## config.mk

```make
export PLATFORM = sky130hd
export DESIGN_NAME = serial_subtractor_flat
export DESIGN_NICKNAME = d
export VERILOG_FILES = /design/src/rtl/serial_subtractor_pkg.sv /design/src/rtl/serial_subtractor_if.sv /design/src/rtl/serial_subtractor_full_subtractor.sv /design/src/rtl/serial_subtractor.sv /design/src/flat_wrapper.sv
export SDC_FILE = /design/constraint.sdc
export NUM_CORES = 1
export LEC_CHECK = 0
export CAP_MARGIN = 10
export CORE_MARGIN = 5
export CORE_UTILIZATION = 50
export CTS_CLUSTER_SIZE = 30
export DETAILED_ROUTE_END_ITERATION = 12
export HOLD_SLACK_MARGIN = 0.12
export PLACE_DENSITY = 0.75
export SLEW_MARGIN = 10
export SYNTH_ARGS = -nofsm -noshare
export SYNTH_HDL_FRONTEND = slang
export SYNTH_SLANG_ARGS = --single-unit
```

## constraint.sdc

```tcl
create_clock -name clk -period 2 [get_ports clk]
set_input_delay 0.4 -clock clk [delete_from_list [all_inputs] [get_ports clk]]
set_output_delay 0.4 -clock clk [all_outputs]
set_load 0.01 [all_outputs]
```

## src/rtl/serial_subtractor_pkg.sv

```systemverilog
// Shared types and defaults for the bit-serial subtractor.
package serial_subtractor_pkg;

    typedef enum logic [1:0] {IDLE, SHIFT, DONE} sub_state_t;

    localparam int DEFAULT_N = 8;

endpackage

```

## src/rtl/serial_subtractor_if.sv

```systemverilog
// Launch/result bundle for the bit-serial subtractor.
interface serial_subtractor_if #(parameter int N = 8);

    logic         start;
    logic [N-1:0] A;
    logic [N-1:0] B;
    logic [N-1:0] diff;
    logic         borrow;
    logic         busy;
    logic         done;

    modport master (output start, A, B, input diff, borrow, busy, done);
    modport slave  (input start, A, B, output diff, borrow, busy, done);

endinterface

```

## src/rtl/serial_subtractor_full_subtractor.sv

```systemverilog
// One-bit full subtractor cell: d = a - b - bin with borrow out.
module full_subtractor (
    input  logic a,
    input  logic b,
    input  logic bin,
    output logic d,
    output logic bout
);

    assign d    = a ^ b ^ bin;
    assign bout = (~a & b) | (~(a ^ b) & bin);

endmodule

```

## src/rtl/serial_subtractor.sv

```systemverilog
// Bit-serial N-bit subtractor, LSB first, one full-subtractor cell and a registered borrow.
//   state | meaning
//   IDLE  | waiting for start
//   SHIFT | processing one bit pair per edge
//   DONE  | diff/borrow freshly valid, done pulse; start here relaunches
module serial_subtractor
    import serial_subtractor_pkg::*;
#(
    parameter int N = DEFAULT_N
) (
    input  logic                clk,
    input  logic                resetn,
    serial_subtractor_if.slave  sub_if
);

    localparam int              CW       = $clog2(N);
    localparam logic [CW-1:0]   LAST_BIT = CW'(N - 1);

    sub_state_t     state_q, state_d;
    logic [N-1:0]   a_sr_q, a_sr_d;
    logic [N-1:0]   b_sr_q, b_sr_d;
    logic [N-1:0]   res_q, res_d;
    logic           bin_q, bin_d;
    logic [CW-1:0]  cnt_q, cnt_d;
    logic [N-1:0]   diff_q, diff_d;
    logic           borrow_q, borrow_d;
    logic           busy_q, busy_d;
    logic           done_q, done_d;

    logic           bit_d;
    logic           bit_bout;

    full_subtractor u_cell (
        .a    (a_sr_q[0]),
        .b    (b_sr_q[0]),
        .bin  (bin_q),
        .d    (bit_d),
        .bout (bit_bout)
    );

    always_comb begin
        state_d  = state_q;
        a_sr_d   = a_sr_q;
        b_sr_d   = b_sr_q;
        res_d    = res_q;
        bin_d    = bin_q;
        cnt_d    = cnt_q;
        diff_d   = diff_q;
        borrow_d = borrow_q;

        case (state_q)
            IDLE, DONE: begin
                state_d = IDLE;
                if (sub_if.start) begin
                    a_sr_d  = sub_if.A;
                    b_sr_d  = sub_if.B;
                    bin_d   = 1'b0;
                    cnt_d   = '0;
                    state_d = SHIFT;
                end
            end
            SHIFT: begin
                a_sr_d = a_sr_q >> 1;
                b_sr_d = b_sr_q >> 1;
                res_d  = {bit_d, res_q[N-1:1]};
                bin_d  = bit_bout;
                if (cnt_q == LAST_BIT) begin
                    // counter parks at the terminal count rather than wrapping
                    diff_d   = {bit_d, res_q[N-1:1]};
                    borrow_d = bit_bout;
                    state_d  = DONE;
                end else begin
                    cnt_d = cnt_q + 1'b1;
                end
            end
            default: state_d = IDLE;
        endcase

        busy_d = (state_d != IDLE);
        done_d = (state_d == DONE);
    end

    always_ff @(posedge clk or negedge resetn) begin
        if (!resetn) begin
            state_q  <= IDLE;
            a_sr_q   <= '0;
            b_sr_q   <= '0;
            res_q    <= '0;
            bin_q    <= 1'b0;
            cnt_q    <= '0;
            diff_q   <= '0;
            borrow_q <= 1'b0;
            busy_q   <= 1'b0;
            done_q   <= 1'b0;
        end else begin
            state_q  <= state_d;
            a_sr_q   <= a_sr_d;
            b_sr_q   <= b_sr_d;
            res_q    <= res_d;
            bin_q    <= bin_d;
            cnt_q    <= cnt_d;
            diff_q   <= diff_d;
            borrow_q <= borrow_d;
            busy_q   <= busy_d;
            done_q   <= done_d;
        end
    end

    assign sub_if.diff   = diff_q;
    assign sub_if.borrow = borrow_q;
    assign sub_if.busy   = busy_q;
    assign sub_if.done   = done_q;

endmodule

```

## src/flat_wrapper.sv

```systemverilog
// flat-port wrapper written by rule: the top's interface ports become plain ports
module serial_subtractor_flat import serial_subtractor_pkg::*;
#(
    parameter int N = DEFAULT_N
)
  (clk, resetn, sub_if_start, sub_if_A, sub_if_B, sub_if_diff, sub_if_borrow, sub_if_busy, sub_if_done);
  serial_subtractor_if #(.N(N)) sub_if_i ();
  input  logic clk;
  input  logic resetn;
  input wire logic [$bits(sub_if_i.start)-1:0] sub_if_start;
  input wire logic [$bits(sub_if_i.A)-1:0] sub_if_A;
  input wire logic [$bits(sub_if_i.B)-1:0] sub_if_B;
  output wire logic [$bits(sub_if_i.diff)-1:0] sub_if_diff;
  output wire logic [$bits(sub_if_i.borrow)-1:0] sub_if_borrow;
  output wire logic [$bits(sub_if_i.busy)-1:0] sub_if_busy;
  output wire logic [$bits(sub_if_i.done)-1:0] sub_if_done;
  assign sub_if_i.start = sub_if_start;
  assign sub_if_i.A = sub_if_A;
  assign sub_if_i.B = sub_if_B;
  assign sub_if_diff = sub_if_i.diff;
  assign sub_if_borrow = sub_if_i.borrow;
  assign sub_if_busy = sub_if_i.busy;
  assign sub_if_done = sub_if_i.done;
  serial_subtractor #(.N(N)) u_core (.clk(clk), .resetn(resetn), .sub_if(sub_if_i));
endmodule
```

After elaboration in Yosys (flattened, before gate mapping) --
Index checks and enable logic that the tools add are counted.
Word-level totals: flip-flop bits (word level) 41, latch bits 0, memory bits (writable) 0, ROM bits 0, input bits 19, output and inout bits 11, memories kept 0
Cells by class: add/subtract/negate cells 1, multipliers 0, divide/modulo/power cells 0, $lt $le $gt $ge 0, equal/unequal tests 6, shift-type cells 0, mux-type cells 12, bitwise logic cells 7, reductions and logical operators 7
Operators by type and width (count):
- 8-bit one-hot mux with 2 select lines | 2
- 8-bit 2-to-1 mux | 2
- 3-bit 2-to-1 mux | 2
- 3-bit one-hot mux with 2 select lines | 1
- 2-bit == test (second input constant) | 2
- 2-bit inequality test (second input constant) | 2
- 2-bit one-hot mux with 2 select lines | 1
- 2-bit AND reduction | 2
- 2-bit nonzero test | 2
- 3-bit by 1-bit adder with 3-bit output (second input constant) | 1
- 3-bit == test (second input constant) | 1
- 3-bit AND reduction | 1
- 1-bit AND | 2
- 2-bit by 1-bit == test with 1-bit output (second input constant) | 1
- 2-bit logical NOT | 1
- 1-bit 2-to-1 mux | 2
- 2-bit 2-to-1 mux | 1
- 1-bit inverter | 2
- 1-bit one-hot mux with 2 select lines | 1
- 2-bit OR reduction | 1
- 1-bit bitwise XOR | 2
- 1-bit bitwise OR | 1

Longest topological paths before layout --
depth after elaboration 5, mapped depth 6

Modules after synthesis --
Synthesis repeated with hierarchy kept, for this count alone.
Second synthesis, totals: cells, all modules 140, area, all modules 1960.6 µm²
Modules (own cells, without submodules):
- serial_subtractor | instances 1, cells each 136, area each 1929.4 µm², seq. area each 1001.0 µm²
- full_subtractor | instances 1, cells each 4, area each 31.3 µm², seq. area each 0.0 µm²

Worst setup path after synthesis --
Ideal clock, no wire load.
path type register -> register, start point register u_core.cnt_q[0], end point register u_core.diff_q[1] (netlist: u_core.sub_if.diff[1]), arrival 1417 ps, slack 459 ps, cell stages (with the launch flop) 6, buffers on the path 1, clock period less this slack 1541 ps, path through dfrtp_1 ha_1 ha_1 nand3b_1 buf_2 mux2_2
Between the ends: word-level cells in the longest chain between the ends 2
Ends and longest elaborated chain:
- start: declaration | RTL line serial_subtractor.sv:24 | logic [CW-1:0] cnt_q, cnt_d;
- start signal: assignment | RTL line serial_subtractor.sv:101 | cnt_q <= cnt_d;
- 3-bit == test | RTL line serial_subtractor.sv:67 | if (cnt_q == LAST_BIT) begin
- 2-bit AND reduction (no line)
- end signal: assignment | RTL line serial_subtractor.sv:102 | diff_q <= diff_d;
- end: declaration | RTL line serial_subtractor.sv:25 | logic [N-1:0] diff_q, diff_d;
Every way passes these cells. A chain may end at the register's enable or synchronous reset.

Final worst setup path --
start point register u_core.cnt_q[0], end point register u_core.diff_q[5] (netlist: u_core.sub_if.diff[5])
Same word-level chain as after synthesis.

==> out/metrics.yaml <==
rows: 21
finish.utilization: 0.651
track_usage: 0.149
max_freq_mhz: 582
n_antenna_cell: 0
min_period_over_period: 0.860
gr-usage-met3: 0.0449
path_common_cell: "ha_1"
cts_buffers: 5
power.total_w: 0.00325
peakVddDrop_v: 0.000737
synth_edf_count: 0
max_stage_delay_ps: 430
via_per_inst: 5.35
crit_slowest_cell: "dfrtp_1"
grt_overflow: 0
rsz0062_at_grt: "no"
hold_class: "reg -> reg"
endpoint_kind: "flop"
tightestPinTransition_ps: 531
groute.layer.met2.usage: 0.256
io_pins: 30
r2r_start: "u_core.cnt_q[0]$_DFFE_PN0P_"
pwr_density_cell_nw_per_um2: 1470
gr-usage-met1: 0.171
skew_ps: 11.8
cts_max_path_buffers: 2
clk_latency_ps: 350
die_y_um: 69.8
crit_fanout: 12
grt_pass1_wl_um: 5850
ys_seq_area_frac: 0.561
dr.pass1.iters: 4
yosys-top-cells-count: "40 x dfrtp_1, 14 x a21oi_1, 13 x mux2_2"
clock-sinks: 40
maxSlewViolCount: 0
globalplace.congestion: 0.760
yosys.cell_count.top_type: "dfrtp_1"
cts_setup_buffers: 0
synth_flop_cell: "dfrtp_1"
startpoint: "u_core.cnt_q[0]$_DFFE_PN0P_"
die_x_um: 69.8
cts_tree: "built"
path_clk_slew_ps: 130
cts_htree_levels: 2
syn_nets: 174
slew_headroom: 0.645
grt_pass1_vias: 1332
synth_largest_area_cell: "dfrtp_1"
ys_top_cells_by_area: "dfrtp_1 56%, mux2_2 8.2%, mux2i_1 5.6%"
syn_area_um2: 1790
cp-start-kind: "flop"
drc: 0
syn_area_per_cell_um2: 11.7
synth_top_area_share: 0.561
path_class: "reg -> reg"
setup-violations-final: 0
ys_seq_elements: 40
ant_nets: 0
ys_types: 26
post-route-min-period_ps: 1720
routed_wl_um: 3260
wl_per_cell_um: 14.1
cap_violations: 0
fp.coreArea_um2: 3390
initial_utilization: 0.527
path_cells: "ha_1 -> ha_1 -> nand3b_1 -> mux2_2"
hold_start: "u_core.sub_if.diff[7]$_DFFE_PN0P_"
num_vias: 1237
cp.required_ps: 2250
arrival_ps: 1970
grt_max_degree: 41
leakagePower_nw: 0.971
final_nets: 206
antenna_found_initial: 0
die-area_um2: 4870
busiest_layer: "met2"
netlist_instances: 152
area_delta_synth_final_pct: 23.6
port_buffers: 29
final_layout_size_suffix_gt1_frac: 0.162
drt_iter0_drc: 51
hold_viol: 0
async_flop_share: 1.00
status: "finished, final reports clean"
cts_resized: 0
root_buffer: "clkbuf_4"
fin_setup_tns_ps: 0
hpwl_um: 2280
yosysWarnings: 0
-- metrics by stage --
step	cells	setup slack (ps)	area, µm²	hold WS, ps
floorplan	152	459	1790	104
global placement	222	353	2110	466
detailed placement	222	288	2110	487
CTS	231	262	2210	521
global route	231	168	2210	545
finish	231	281	2210	515
-- cells by family (layout without fill, tap and decap cells) --
kind of cell               Yosys count  in the layout  synth area share
DFF                                 40             40             0.561
muxes                               25             25             0.155
xor gates and xnor gates             1              1           0.00491
AOI/OAI and AO/OA                   36             36             0.123
and+or+nand+nor                     27             27            0.0792
buffers and inverters               20             53            0.0526
adders and majority gates            3              3            0.0252
-- where the power goes --
group          switching (W)  leakage [nW]  internal (W)
registers           0.000246         0.487       0.00118
clock network       0.000279        0.0418      0.000267
logic               0.000560         0.442      0.000714
-- metal layers --
layer,vias up,wire [µm]
met2,24,1590
met4,0,63
met5,-,0
li1,597,-
met3,10,133
met1,606,1480
-- worst max-delay path, delay by kind of cell, from the launching register on --
kind	cells	cell delay, ps
adder cells (fa/ha/maj)	2	400
flip-flops	1	430
multiplexers	1	400
AND/OR/NAND/NOR	1	390
-- cells in the final DEF, fill, tap and decap left out, types with 4 or more instances in the layout --
cell and instances:
dfrtp_1 40, o22ai_1 6, a21oi_1 14, nand2_1 8, nand3_1 4, clkdlybuf4s50_1 28, a211oi_1 8, clkbuf_4 5
nor2b_1 8, mux2_2 13, mux2i_1 10, o21ai_0 4, inv_1 9, buf_4 6
-- worst paths after layout --
check / end / slack [ps] / cells past startpoint
setup reg to reg: u_core.sub_if.diff[5]$_DFFE_PN0P_ / 280 / 4
hold / removal: u_core.sub_if.diff[7]$_DFFE_PN0P_ / 520 / 2
setup / recovery: u_core.sub_if.diff[5]$_DFFE_PN0P_ / 280 / 4
max in group asynchronous: u_core.a_sr_q[7]$_DFFE_PN0P_ / 1030 / 3
min in group asynchronous: u_core.bin_q$_DFFE_PN0P_ / 630 / 3
hold reg to reg: u_core.sub_if.diff[7]$_DFFE_PN0P_ / 520 / 2
-- timing repair --
item	CTS	global route
endpoints found under the hold margin	40	0
hold buffers	1	0
setup endpoints to repair	0	0
-- flip-flops by register name, summed over array words and instances (netlist names) --
signal	cells
u_core.res_q	7
u_core.sub_if.busy	1
u_core.sub_if.done	1
u_core.cnt_q	3
u_core.bin_q	1
u_core.sub_if.borrow	1
u_core.sub_if.diff	8
u_core.a_sr_q	8
u_core.b_sr_q	8
u_core.state_q	2
-- final cells by class --
| class | instances | area [µm²] |
|---|---|---|
| fillers | 269 | 1180 |
| flip-flops and latches | 40 | 1000 |
| multi-input cells | 92 | 691 |
| repair buffers | 36 | 340 |
| well taps | 46 | 57.6 |
| clock inverters | 3 | 46.3 |
| clock buffers | 5 | 37.5 |
| inverters | 9 | 33.8 |
No activity file was read; power rests on OpenSTA's default activity.
